**src/rtl/hazard_ctrl.sv**
```systemverilog
// Hazard and sequencing controller for the 5-stage RV32I pipeline: load-use stall,
// redirect squash, operand-forward selects, decode bypass and event counters.
module hazard_ctrl #(
    parameter int unsigned CNT_W = 32
) (
    input  logic             CLK,
    input  logic             RST,
    input  logic             EXT_HOLD,
    input  logic             DE_V,
    input  logic [4:0]       DE_RS1,
    input  logic [4:0]       DE_RS2,
    input  logic             DE_USE1,
    input  logic             DE_USE2,
    input  logic             EX_V,
    input  logic [4:0]       EX_RD,
    input  logic             EX_WE,
    input  logic             EX_LD,
    input  logic             ME_V,
    input  logic [4:0]       ME_RD,
    input  logic             ME_WE,
    input  logic             ME_BRT,
    input  logic             WB_V,
    input  logic [4:0]       WB_RD,
    input  logic             WB_WE,
    output logic             PC_HOLD,
    output logic             EX_BUBBLE,
    output logic             KILL_DE,
    output logic             KILL_EX,
    output logic             KILL_ME,
    output logic             FREEZE,
    output logic [1:0]       FWD_A,
    output logic [1:0]       FWD_B,
    output logic             DE_BYP1,
    output logic             DE_BYP2,
    output logic [CNT_W-1:0] STALL_CNT,
    output logic [CNT_W-1:0] FLUSH_CNT
);

    typedef enum logic [1:0] {RUN, LDUSE, HOLD} state_e;

    state_e           state_q, state_d;
    logic [1:0]       fwd_a_q, fwd_a_d, fwd_b_q, fwd_b_d;
    logic [CNT_W-1:0] stall_q, stall_d, flush_q, flush_d;
    logic             redir, luse, run, stall;

    function automatic logic hit(input logic v, input logic we,
                                 input logic [4:0] rd, input logic [4:0] rs);
        return v & we & (rd != 5'd0) & (rd == rs);
    endfunction

    always_comb begin
        redir = ME_V & ME_BRT;
        luse  = EX_V & EX_LD & DE_V &
                ((hit(EX_V, EX_WE, EX_RD, DE_RS1) & DE_USE1) |
                 (hit(EX_V, EX_WE, EX_RD, DE_RS2) & DE_USE2));
        // EXT_HOLD outranks everything; reset forces every output low
        run   = !RST && !EXT_HOLD;
        stall = run && luse && !redir;

        PC_HOLD   = stall;
        EX_BUBBLE = stall;
        KILL_DE   = run && redir;
        KILL_EX   = run && redir;
        KILL_ME   = run && redir;
        FREEZE    = !RST && EXT_HOLD;
        DE_BYP1   = run && hit(WB_V, WB_WE, WB_RD, DE_RS1) && DE_USE1;
        DE_BYP2   = run && hit(WB_V, WB_WE, WB_RD, DE_RS2) && DE_USE2;
    end

    always_comb begin
        state_d = state_q;
        case (state_q)
            RUN:     state_d = EXT_HOLD ? HOLD : ((luse && !redir) ? LDUSE : RUN);
            LDUSE:   state_d = EXT_HOLD ? HOLD : RUN;
            HOLD:    state_d = EXT_HOLD ? HOLD : RUN;
            default: state_d = RUN;
        endcase
    end

    always_comb begin
        fwd_a_d = fwd_a_q;
        fwd_b_d = fwd_b_q;
        stall_d = stall_q;
        flush_d = flush_q;
        if (run) begin
            stall_d = stall_q + CNT_W'(stall);
            flush_d = flush_q + CNT_W'(redir);
            if (stall || redir) begin
                fwd_a_d = '0;
                fwd_b_d = '0;
            end else begin
                // nearer producer (EX) wins over ME; loads in EX cannot forward yet
                if (hit(EX_V, EX_WE, EX_RD, DE_RS1) && !EX_LD)  fwd_a_d = 2'd1;
                else if (hit(ME_V, ME_WE, ME_RD, DE_RS1))       fwd_a_d = 2'd2;
                else                                            fwd_a_d = 2'd0;
                if (hit(EX_V, EX_WE, EX_RD, DE_RS2) && !EX_LD)  fwd_b_d = 2'd1;
                else if (hit(ME_V, ME_WE, ME_RD, DE_RS2))       fwd_b_d = 2'd2;
                else                                            fwd_b_d = 2'd0;
            end
        end
    end

    always_ff @(posedge CLK or posedge RST) begin
        if (RST) begin
            state_q <= RUN;
            fwd_a_q <= '0;
            fwd_b_q <= '0;
            stall_q <= '0;
            flush_q <= '0;
        end else begin
            state_q <= state_d;
            fwd_a_q <= fwd_a_d;
            fwd_b_q <= fwd_b_d;
            stall_q <= stall_d;
            flush_q <= flush_d;
        end
    end

    assign FWD_A     = fwd_a_q;
    assign FWD_B     = fwd_b_q;
    assign STALL_CNT = stall_q;
    assign FLUSH_CNT = flush_q;

endmodule

```
**config.mk**
```make
export PLATFORM = sky130hd
export DESIGN_NAME = hazard_ctrl
export DESIGN_NICKNAME = d
export VERILOG_FILES = /design/src/rtl/hazard_ctrl.sv
export SDC_FILE = /design/constraint.sdc
export NUM_CORES = 1
export LEC_CHECK = 0
export ABC_AREA = 1
export CORE_ASPECT_RATIO = 0.75
export CORE_MARGIN = 1.5
export CORE_UTILIZATION = 53
export DETAILED_ROUTE_END_ITERATION = 12
export GPL_ROUTABILITY_DRIVEN = 0
export PLACE_DENSITY = 0.87
export SLEW_MARGIN = 20
export SYNTH_ARGS = -nofsm -noshare
export SYNTH_HDL_FRONTEND = slang
export SYNTH_SLANG_ARGS = --single-unit
```
**constraint.sdc**
```tcl
create_clock -name CLK -period 4 [get_ports CLK]
set_input_delay 0.8 -clock CLK [delete_from_list [all_inputs] [get_ports CLK]]
set_output_delay 0.8 -clock CLK [all_outputs]
set_load 0.03 [all_outputs]
```
* Yosys cells after proc, flatten, opt, wreduce, memory -nomap -nowiden
Index checks and enable logic that the tools add are counted.
** Storage, ports and cells
- Bits in registers :: 68
- Bits of input ports :: 39
- Output and inout bits :: 76
- Logic and storage cells :: 56
** Cells by class
- Add/subtract/negate cells :: 2
- Eq/ne operators :: 6
- Mux-type cells :: 6
- Bitwise logic cells :: 19
- Reduce and logical (&&, ||, !) cells :: 19
** Operators by type and width (count)
- adder 32 x 1 -> 32 bit :: 2
- == test 5 bit :: 6
- bitwise AND 1 bit :: 18
- nonzero test 5 bit :: 3
- two-way mux 2 bit :: 6
- logical AND 1 bit :: 11
- zero test 1 bit :: 4
- logical OR 1 bit :: 1
- bitwise OR 1 bit :: 1

* Logic depth before layout (Yosys ltp)
Gate-level depths: netlist of the first run.
- Depth in word-level cells :: 10
- Gate-level depth with buffers :: 20
- Mapped depth without buffers :: 20

* Worst setup path after synthesis of the first run
No wires, ideal clock.
- Path type :: input to register
- From :: input RST
- To :: register stall_q[30], in the netlist STALL_CNT[30]
- Setup time :: 0.133 ns
- Data arrival time :: 4.022 ns
- Required time :: 3.867 ns
- Path slack :: -0.156 ns
- Stages on the path :: 16
- Path buffers :: 1
- Cells stage by stage :: inv_2 -> nand2_4 -> buf_6 -> nor3_1 -> nand2_1 -> nor2_1 -> ha_1 -> ha_1 -> nand3_1 -> nor2_4 -> nand3_2 -> nor2_2 -> nand2_2 -> nor2_4 -> nand2_2 -> xnor2_1
** Between the ends
- Longest elaborated chain between the ends :: 5
** RTL lines
- from (decl) :: RTL line 7 : input logic RST,
- zero test 1 bit (no line)
- logical AND 1 bit :: RTL line 57 : run = !RST && !EXT_HOLD;
- logical AND 1 bit (2 in series) :: RTL line 58 : stall = run && luse && !redir;
- via EX_BUBBLE :: RTL line 26 : output logic EX_BUBBLE,
- adder 32 x 1 -> 32 bit :: RTL line 86 : stall_d = stall_q + CNT_W'(stall);
- to (signal assigned) :: RTL line 114 : stall_q <= stall_d;
- to (decl) :: RTL line 43 : logic [CNT_W-1:0] stall_q, stall_d, flush_q, flush_d;
The timed path passes the listed nets, and every way through them passes these cells.
A chain may end at the register's enable or synchronous reset.

* Final worst setup path of the first run
- From :: input EX_RD[2]
- To :: register stall_q[24], in the netlist STALL_CNT[24]
** Between the ends
- Longest elaborated chain between the ends :: 9
- Elaborated cells on any way between the ends :: 13
- Classes of those cells :: add/sub (1); eq/ne (2); bitwise (7); reduce/logical (3)
** RTL lines
- from (decl) :: RTL line 15 : input logic [4:0] EX_RD,
- nonzero test 5 bit :: RTL line 48 : return v & we & (rd != 5'd0) & (rd == rs);
- bitwise AND 1 bit (2 in series) :: RTL line 48
- bitwise AND 1 bit (on tied branches) :: RTL line 54, 55
- bitwise OR 1 bit * :: RTL line 54 : ((hit(EX_V, EX_WE, EX_RD, DE_RS1) & DE_USE1) |
- bitwise AND 1 bit * :: RTL line 53 : luse = EX_V & EX_LD & DE_V &
- logical AND 1 bit * (2 in series) :: RTL line 58
- adder 32 x 1 -> 32 bit * :: RTL line 86
Every way passes the cells marked *; elsewhere a longest branch is shown, timed or not.

==> metrics.md, run 1 <==
| Metric | Value |
|---|---|
| Status | `finished, final reports clean` |
| Diodes inserted | `0` |
| Cts bufs inserted | `9` |
| Detailed-route DRC error count | `0` |
| Core footprint | `7530 um2` |
| Inst Count DP | `755` |
| Fin Hold WS | `0.476 ns` |
| CTS tree | `yes` |
| FF+latch count, synth | `68` |
| Global-route wire length before repair | `between 15 and 20 mm` |
| Initial antenna violation count | `0` |
| Starting Density | `0.560` |
| CP required | `4.23 ns` |
| Syn_nets | `586` |
| Crit path cell chain | `clkdlybuf4s50_1 -> xor2_1 -> nor3_1 -> nand3_1 -> nand2_1 -> nand2_1 -> nor2_1 -> ha_1 -> ha_1 -> nand3_1 -> nor2_4 -> nand2_1 -> nor3_1 -> nand3_1 -> xor2_1` |
| RSZ-0062 raised after global routing | `false` |
| Routing usage on met2 | `0.438` |
| Vias in the first global route | `3946` |
| Worst EP arrival | `around 3.8 ns` |
| Final Max Slew Viols | `0` |
| Worst VDD drop | `0.180 mV` |
| Slew margin rel. | `0.433` |
| H-tree level count | `3` |
| Post-Syn Instances | `543` |
| Die Area | `8520 um2` |
| 1st-iter DRT viols | `between 200 and 300` |
| Clock skew | `0.0127 ns` |
| GRT Overall Usage | `0.275` |
| CP max FO | `4` |
| Tmin final | `3.54 ns` |
| Detailed Place HPWL | `8.60 mm` |
| Endpoints failing hold | `0` |
| Overall die height | `80.3 um` |
| Maximum Capacitance Violations | `0` |
| Synth warnings | `0` |
| Worst slew pin tran | `0.850 ns` |
| Skew-Pair Late Insertion Delay | `0.35 ns` |
| I/O pin total | `115` |
| Lkg Pwr | `2.71 nW` |
| Site row count | `27` |
| Layout Nets | `708` |
| DR vias/cell | `5.31` |
| Most common cell after layout, fill and taps aside | `nand2_1` |
| PortBufs | `~110` |
| CP endpoint kind | `register` |
| CTS Buffer Depth | `2` |
| Sequential area share after synthesis | `0.403` |
| Maximum clock frequency | `0.282 GHz` |
| Final setup violation count | `0` |
| Kind of critical path | `in -> reg` |
| GR Overflow Total | `0` |
| Largest net degree at the start of global routing | `~70` |
| Most frequent cells in the layout | `nand2_1 (150), clkdlybuf4s50_1 (107), dfrtp_1 (68), inv_1 (67), nor2_1 (65)` |
| Die Span X | `106 um` |
| CP max stage cell | `clkdlybuf4s50_1` |
| CTS root buf | `clkbuf_8` |
| Setup crit start kind | `primary input` |
| Post-Layout Cell Count | `771` |
| Avg Synthesized Cell Area | `7.77 um2` |
| Hold Buf Count CTS | `0` |
| WL/cell | `14.4 um` |
| GRT busiest layer | `met2` |
| CP delay by family, top | `simple AND/OR/NAND/NOR gates` |
| Crit path buf inv count | `1` |
| Resized cells post-CTS | `0` |
| Post-CTS setup buffers | `0` |
| Mapped Area | `4220 um2` |
| Layout area overhead | `34.4%` |
| Num Clock Sinks | `68` |
| Synth cell types | `32` |
| Crit-path max cell delay | `just under 0.5 ns` |
| Worst Hold Class | `reg -> reg` |
| Met3 global-route usage | `0.0649` |
| Ratio of cells with drive above 1 in the final layout | `0.0836` |
| Final ANT Viol Nets | `0` |
| Power density cells | `281 nW/um2` |
| Setup TNS | `0 ns` |
| Register clock-pin slew on the reported worst setup and hold paths | `0.08 ns` |
| Vias | `about 4100` |
| Detailed Route WL | `11.1 mm` |
| Final worst-path cycle share | `0.886` |
| GRT met1 Usage | `0.367` |
| Drt pass-1 iters | `5` |
-- power breakdown --
| part | total, mW | leakage, nW | internal, mW | switching (mW) |
|---|---|---|---|---|
| clock network | 0.628 | 0.104 | 0.355 | 0.273 |
| registers | 0.730 | 0.898 | 0.706 | 0.0246 |
| logic | 0.233 | 1.71 | 0.100 | 0.133 |
| total | 1.59 | 2.71 | 1.16 | 0.430 |
-- metal layers --
| metal | share of wire | vias to the layer above | routed length, um |
|---|---|---|---|
| li1 | - | 1943 | - |
| met1 | 0.43 | 1894 | 4770 |
| met2 | 0.46 | 232 | 5050 |
| met3 | 0.092 | 25 | 1020 |
| met4 | 0.022 | 0 | 246 |
| met5 | 0 | - | 0 |
-- Yosys cell counts --
library cell / count / area [um2]
nor2_8: 1 / 20.0
nor2_1: 65 / 244
a221oi_1: 3 / 26.3
nand3b_1: 5 / 37.5
clkbuf_1: 2 / 7.51
or2_2: 1 / 6.26
a21oi_1: 1 / 5.00
nand3_4: 1 / 17.5
dfrtp_1: 68 / 1700
buf_6: 1 / 11.3
xor2_1: 42 / 368
o22ai_1: 3 / 18.8
inv_2: 2 / 7.51
nand2_2: 5 / 31.3
nor2_2: 4 / 25.0
nand2_1: 150 / 563
nand4_1: 12 / 75.1
xnor2_1: 25 / 219
nor4_2: 1 / 12.5
and3_1: 2 / 12.5
buf_4: 3 / 22.5
nand3_2: 1 / 10.0
nand3_1: 35 / 175
nor4_4: 1 / 21.3
nor4_1: 4 / 25.0
nor3_2: 6 / 60.1
nor3_1: 16 / 80.1
o21ai_0: 3 / 15.0
inv_1: 67 / 251
nand2_4: 3 / 33.8
nor2_4: 6 / 67.6
ha_1: 4 / 50.1
-- cell type report --
class	instances	area (um2)
Tap cell	101	126
Clock inverter	5	85.1
Fill cell	539	1860
Sequential cell	68	1700
Inverter	69	262
Clock buffer	11	131
Multi-Input combinational cell	400	2220
Timing Repair Buffer	117	1150
-- state kept, by name, indices dropped and copies added, names as in the netlist --
name and cells:
FLUSH_CNT 32, FWD_A 2, FWD_B 2, STALL_CNT 32
-- metrics by stage --
| step | worst slack [ns] | cell area, um2 | power, mW | util |
|---|---|---|---|---|
| 6_report | 0.456 | 5670 | 1.59 | 0.753 |
| 3_5_place_dp | 0.178 | 5460 | 0.975 | 0.724 |
| 3_3_place_gp | 0.348 | 5460 | 0.966 | 0.724 |
| 5_1_grt | 0.228 | 5670 | 1.65 | 0.753 |
| 4_1_cts | 0.520 | 5670 | 1.60 | 0.753 |
| 2_1_floorplan | 0.193 | 4220 | 0.856 | - |
-- path summary, 6_finish.rpt --
check | start | endpoint | slack, ns | cells after the start
worst min register to register | FLUSH_CNT[31]$_DFFE_PP0P_ | FLUSH_CNT[31]$_DFFE_PP0P_ | 0.48 | 1
worst max register to register | FLUSH_CNT[0]$_DFFE_PP0P_ | FLUSH_CNT[28]$_DFFE_PP0P_ | 1.94 | 8
min in group asynchronous | RST | STALL_CNT[8]$_DFFE_PP0P_ | 1.14 | 3
max in group asynchronous | RST | FLUSH_CNT[22]$_DFFE_PP0P_ | 2.30 | 3
worst min-delay path | FLUSH_CNT[31]$_DFFE_PP0P_ | FLUSH_CNT[31]$_DFFE_PP0P_ | 0.48 | 1
worst max-delay path | EX_RD[2] | STALL_CNT[24]$_DFFE_PP0P_ | 0.46 | 15
-- kinds of logic (layout without fill, tap and decap cells) --
kind of cell	Yosys count	after routing	synth area share
compound gates	10	10	0.0154
xor+xnor	67	67	0.139
fa+ha+maj	4	4	0.0119
buf+inv	75	202	0.0711
flops	68	68	0.403
simple gates	319	319	0.360
No activity file was read; power rests on OpenSTA's default activity.
==> run 2, diff against run 1 <==
--- a/config.mk
+++ b/config.mk
@@ -6,13 +6,13 @@
 export NUM_CORES = 1
 export LEC_CHECK = 0
 export ABC_AREA = 1
+export CAP_MARGIN = 10
 export CORE_ASPECT_RATIO = 0.75
 export CORE_MARGIN = 1.5
 export CORE_UTILIZATION = 53
 export DETAILED_ROUTE_END_ITERATION = 12
 export GPL_ROUTABILITY_DRIVEN = 0
 export PLACE_DENSITY = 0.87
-export SLEW_MARGIN = 20
 export SYNTH_ARGS = -nofsm -noshare
 export SYNTH_HDL_FRONTEND = slang
 export SYNTH_SLANG_ARGS = --single-unit
==> results of run 2 <==
The final DEF is identical to that of run 1; final timing and power are the same.
==> run 3, diff against run 2 <==
--- a/config.mk
+++ b/config.mk
@@ -9,10 +9,11 @@
 export CAP_MARGIN = 10
 export CORE_ASPECT_RATIO = 0.75
 export CORE_MARGIN = 1.5
-export CORE_UTILIZATION = 53
+export CORE_UTILIZATION = 40
+export CTS_BUF_LIST = sky130_fd_sc_hd__clkbuf_16
 export DETAILED_ROUTE_END_ITERATION = 12
 export GPL_ROUTABILITY_DRIVEN = 0
-export PLACE_DENSITY = 0.87
+export PLACE_DENSITY = 0.68
 export SYNTH_ARGS = -nofsm -noshare
 export SYNTH_HDL_FRONTEND = slang
 export SYNTH_SLANG_ARGS = --single-unit
==> run 3 against run 2 <==
Clock skew down 0.0055 ns. Design area up 2.4%. Combinational power about the same. Via count down 2.9%. Wire length up 0.31%. Sequential share of layout area down 0.69 points. Largest power group is now clock. Maximum frequency up 1.1%. Die area up 31%. Clock power up 26%. Highest routed layer unchanged. Core utilization down 19 points.
==> metrics.md, run 3 (same netlist as run 1, synthesis figures left out) <==
| Metric | Value |
|---|---|
| Vias in the first global route | `3894 (-1.3%)` |
| Status | `finished, final reports clean` |
| Setup crit start kind | `primary input` |
| Overall die height | `92.0 um (+15%)` |
| Lkg Pwr | `2.76 nW (+1.8%)` |
| Post-CTS setup buffers | `0 (unchanged)` |
| Cts bufs inserted | `9 (unchanged)` |
| Final setup violation count | `0 (unchanged)` |
| Slew margin rel. | `0.432 (-0.00131)` |
| Endpoints failing hold | `0 (unchanged)` |
| CTS root buf | `clkbuf_16` |
| Site row count | `32 (+19%)` |
| Die Span X | `122 um (+15%)` |
| Final ANT Viol Nets | `0 (unchanged)` |
| I/O pin total | `115 (unchanged)` |
| Layout area overhead | `37.5%` |
| Drt pass-1 iters | `5 (unchanged)` |
| Core footprint | `10300 um2 (+37%)` |
| DR vias/cell | `4.93 (-7.2%)` |
| CP max FO | `4 (unchanged)` |
| Worst slew pin tran | `0.852 ns (+0.00196 ns)` |
| Detailed-route DRC error count | `0 (unchanged)` |
| Resized cells post-CTS | `0 (unchanged)` |
| Largest net degree at the start of global routing | `69 (unchanged)` |
| Final Max Slew Viols | `0 (unchanged)` |
| Tmin final | `3.51 ns (-0.0390 ns)` |
| Starting Density | `0.410 (-0.150)` |
| CP endpoint kind | `register` |
| GRT Overall Usage | `0.215 (-0.0599)` |
| Hold Buf Count CTS | `0 (unchanged)` |
| Maximum Capacitance Violations | `0 (unchanged)` |
| Maximum clock frequency | `0.285 GHz (+1.1%)` |
| Kind of critical path | `in -> reg` |
| Vias | `3975 (-2.9%)` |
| Register clock-pin slew on the reported worst setup and hold paths | `0.06 ns (-0.02 ns)` |
| Detailed Route WL | `11.1 mm (+0.31%)` |
| Final worst-path cycle share | `0.876 (-0.00976)` |
| Setup TNS | `0 ns (unchanged)` |
| GR Overflow Total | `0 (unchanged)` |
| Worst VDD drop | `0.177 mV (-2.2%)` |
| Clock skew | `0.00717 ns (-0.00555 ns)` |
| Diodes inserted | `0 (unchanged)` |
| CP required | `4.21 ns (-0.02 ns)` |
| Most frequent cells in the layout | `nand2_1 (150), clkdlybuf4s50_1 (107), dfrtp_1 (68), inv_1 (67), nor2_1 (65)` |
| Area post-placement | `5510 um2 (+0.94%)` |
| Ratio of cells with drive above 1 in the final layout | `0.0864 (+0.00286)` |
| # fillers | `921 (+71%)` |
| RSZ-0062 raised after global routing | `false` |
| Die Area | `11200 um2 (+31%)` |
| Most common cell after layout, fill and taps aside | `nand2_1` |
| Final instance area | `5810 um2 (+2.4%)` |
| 1st-iter DRT viols | `311 (+6.5%)` |
| Layout Nets | `709 (+0.14%)` |
| Worst EP arrival | `3.71 ns (-0.07 ns)` |
| Num Clock Sinks | `68 (unchanged)` |
| Setup WS post-layout | `0.495 ns (+0.0390 ns)` |
| Power density cells | `302 nW/um2 (+7.8%)` |
| CTS Buffer Depth | `2 (unchanged)` |
| CTS tree | `yes` |
| Initial antenna violation count | `0 (unchanged)` |
| Inst Count DP | `791 (+4.8%)` |
| Skew-Pair Late Insertion Delay | `0.33 ns (-0.02 ns)` |
| H-tree level count | `3 (unchanged)` |
| Global-route wire length before repair | `19.0 mm (+3.4%)` |
| Pre-CTS WS | `0.190 ns (+0.0120 ns)` |
| Detailed Place HPWL | `8.65 mm (+0.67%)` |
| WL/cell | `13.8 um (-4.2%)` |
| Fin Hold WS | `0.470 ns (-0.00645 ns)` |
| Worst Hold Class | `reg -> reg` |
| Post-Layout Cell Count | `807 (+4.7%)` |
| PortBufs | `114 (unchanged)` |
run 3: cell count changes in the layout (fill, tap and decap cells not counted), sizes merged:
cell	delta
clkinvlp	-1
clkbuf	-2
bufinv	-1
clkinv	+3
buf	+1
inv	+1
run 3: area by class of cell:
type / instances / area (um2) / area share
repair buffers: 118 / 1150 / 0.199
well taps: 136 / 170 / 0.0293
inverters: 69 / 262 / 0.0450
clock inverters: 7 / 73.8 / 0.0127
multi-input cells: 400 / 2220 / 0.382
clock buffers: 9 / 225 / 0.0388
flip-flops and latches: 68 / 1700 / 0.293
run 3: metal layers:
metal / vias to the layer above / wire, um / part of all wire / track usage
met4: 0 / 144 / 0.013 / 0.0559
met2: 155 / 4860 / 0.44 / 0.326
met3: 13 / 684 / 0.062 / 0.0454
li1: 1952 / - / - / -
met1: 1855 / 5430 / 0.49 / 0.310
met5: - / 0 / 0 / 0
run 3: worst paths after layout:
kind	cells after the start	slack, ns	from	endpoint
min	1	0.47	FLUSH_CNT[31]$_DFFE_PP0P_	FLUSH_CNT[31]$_DFFE_PP0P_
min reg2reg	1	0.47	FLUSH_CNT[31]$_DFFE_PP0P_	FLUSH_CNT[31]$_DFFE_PP0P_
max	17	0.49	EX_RD[2]	STALL_CNT[30]$_DFFE_PP0P_
min in group asynchronous	3	1.18	RST	STALL_CNT[5]$_DFFE_PP0P_
max reg2reg	8	1.93	FLUSH_CNT[0]$_DFFE_PP0P_	FLUSH_CNT[28]$_DFFE_PP0P_
max in group asynchronous	3	2.28	RST	STALL_CNT[18]$_DFFE_PP0P_
run 3: worst max-delay path, stage by stage:
cell and delay [ns]:
clkdlybuf4s50_1 0.48, xor2_1 0.19, nor3_1 0.38, nand3_1 0.13
nand2_1 0.09, nand2_1 0.09, nor2_1 0.16, ha_1 0.23
ha_1 0.18, nand3_1 0.12, nor2_4 0.15, nand3_2 0.12
nor2_2 0.16, nand2_2 0.12, nor2_4 0.12, nand2_2 0.06
xnor2_1 0.13
run 3: metrics by stage:
| step | power [mW] | utilization |
|---|---|---|
| 2_1_floorplan | 0.856 | - |
| 3_3_place_gp | 0.970 | 0.535 |
| 3_5_place_dp | 0.975 | 0.535 |
| 4_1_cts | 1.77 | 0.564 |
| 5_1_grt | 1.83 | 0.564 |
| 6_report | 1.76 | 0.564 |
run 3: where the power goes:
group	leakage, nW	switching (mW)	internal (mW)
Clock	0.148	0.308	0.486
Sequential	0.898	0.0241	0.707
Combinational	1.71	0.132	0.0996
==> RTL edit (settings of run 2) <==
The parameter `CNT_W` goes from 32 to 64.
--- a/src/rtl/hazard_ctrl.sv
+++ b/src/rtl/hazard_ctrl.sv
@@ -1,7 +1,7 @@
 // Hazard and sequencing controller for the 5-stage RV32I pipeline: load-use stall,
 // redirect squash, operand-forward selects, decode bypass and event counters.
 module hazard_ctrl #(
-    parameter int unsigned CNT_W = 32
+    parameter int unsigned CNT_W = 64
 ) (
     input  logic             CLK,
     input  logic             RST,
Interface: changed (resized FLUSH_CNT and STALL_CNT); port bits go from 115 to 179. No check against the original RTL was run, so the function may have changed too.
==> RTL edit against run 2 <==
Die area grew 88%; first-iteration DRC count grew to 3.3 times the old value; cell area grew 89%; non-clock buffer count grew 65; power grew 94%; routed wire length grew 120%; synthesized area grew 91%; synthesized cell count grew 100%; sequential share of layout area grew 0.82 points; setup slack lost 0.16 ns; via count grew 100%; sequential cell count grew 64.
==> RTL edit: results (changes against run 2) <==
clock_network:
  cts_root_buf: "clkbuf_16"
  cts_resized: 0  # unchanged
  cts_buffers: 17  # +8
  worstSkewPairLatency_ns: 0.41  # +0.06 ns
  postCtsSetupBuffers: 0  # unchanged
  clk_pin_slew_ns: 0.06  # -0.02 ns
  htree_num_levels: 4  # +1
logic_synthesis:
  synth_seq_area_share: 0.409  # +0.00552
  ys_types: 30  # -6.3%
  synth_fp_nets: 1155  # +97%
  synthArstFlopShare: 1.00  # unchanged
  synthTopCellsByCount: "nand2_1 (336), nor2_1 (177), inv_1 (139)"
  synth_area_leaders: "dfrtp_1 (41%), nand2_1 (16%), nor2_1 (8.2%)"
  synth_ff_type: "dfrtp_1"
global_routing:
  grt_max_degree: 77  # +12%
  grt_pass1_wl_mm: 38.4  # +110%
  grt_usage: 0.306  # +0.0317
  grt_pass1_vias: 7641  # +94%
  antenna_found_initial: 0  # unchanged
critical_path:
  reg2reg_setup_slack_ns: 1.72  # -0.22 ns
  rr_worst_depth: 13  # +5
  path_max_fanout: 5  # +1
  cp_top_family: "buffers and inverters"
  rr_endpoint: "FLUSH_CNT[54]$_DFFE_PP0P_"
  r2r_start: "FLUSH_CNT[0]$_DFFE_PP0P_"
  cp_data_arrival_time_ns: 2.91  # -0.87 ns
  critPathMaxStageDelay_ns: 0.70  # +0.21 ns
routing:
  detailroute.via_count: 8248  # +100%
  routedWlPerCell_um: 15.8  # +9.8%
  drtIter0Drc: 957  # +230%
worst_hold_path:
  whs_endpoint: "FLUSH_CNT[63]$_DFFE_PP0P_"
  hold_path_startpoint: "FLUSH_CNT[63]$_DFFE_PP0P_"
  hold_class: "register to register"
timing:
  tightest_slew_ns: 0.953  # +0.103 ns
  fin_skew_ns: 0.0121  # -0.000639 ns
finish:
  drive_gt1_frac: 0.0577  # -0.0259
  final_nets: 1348  # +90%
  diodes: 0  # unchanged
placed_design:
  portBuffers: 178  # +56%
  dp_hpwl_mm: 18.7  # +120%
run_status:
  outcome: "finished, final reports clean"
power:
  vdd_drop_max_mv: 0.318  # +76%
  leakagePower_nw: 4.89  # +80%
## RTL edit: layout make-up
type | count | area (µm²)
Clock buffer | 18 | 429
Clock inverter | 14 | 128
Fill cell | 1118 | 3970
Inverter | 139 | 526
Multi-Input combinational cell | 833 | 4270
Sequential cell | 132 | 3300
Tap cell | 200 | 250
Timing Repair Buffer | 182 | 1810
## RTL edit: worst max path at each step
| stage | cells past startpoint | endpoint | from |
|---|---|---|---|
| after floorplan | 7 | KILL_EX | RST |
| after global placement | 9 | PC_HOLD | DE_RS1[0] |
| after detailed placement | 18 | STALL_CNT[36]$_DFFE_PP0P_ | EX_RD[2] |
| after CTS | 10 | EX_BUBBLE | EX_RD[2] |
| after global routing | 9 | EX_BUBBLE | DE_RS1[0] |
| final | 10 | PC_HOLD | EX_RD[2] |
## RTL edit: metal layers
layer | up-vias | track usage | wire length (µm)
met1 | 3790 | 0.428 | 10500
li1 | 3897 | - | -
met3 | 61 | 0.0734 | 2620
met5 | - | 0 | 0
met2 | 500 | 0.465 | 10300
met4 | 0 | 0.114 | 610
## RTL edit: stage by stage
stage / setup WS [ns] / cells / hold WS (ns) / setup TNS (ns) / instance area, µm²
after floorplan: -0.659 / 1112 / 0.649 / -27.21 / 8170
after global placement: 0.341 / 1486 / 0.461 / 0 / 10200
after detailed placement: 0.244 / 1486 / 0.459 / 0 / 10200
after CTS: 0.314 / 1518 / 0.468 / 0 / 10700
after global routing: 0.137 / 1518 / 0.489 / 0 / 10700
final: 0.291 / 1518 / 0.467 / 0 / 10700
## RTL edit: power breakdown
part           total, mW  internal (mW)  switching [mW]
Combinational      0.246         0.0952           0.151
Sequential          1.38           1.35          0.0246
Clock               1.47          0.860           0.609
## RTL edit: kinds of logic (layout without fill, tap and decap cells)
group	count (synthesis)	count (layout)	synth area share
AO/OA/AOI/OAI	17	17	0.0124
XOR/XNOR	109	109	0.118
adder cells (fa/ha/maj)	4	4	0.00619
buffers and inverters	147	353	0.0709
flip-flops	132	132	0.409
AND/OR/NAND/NOR	703	703	0.384
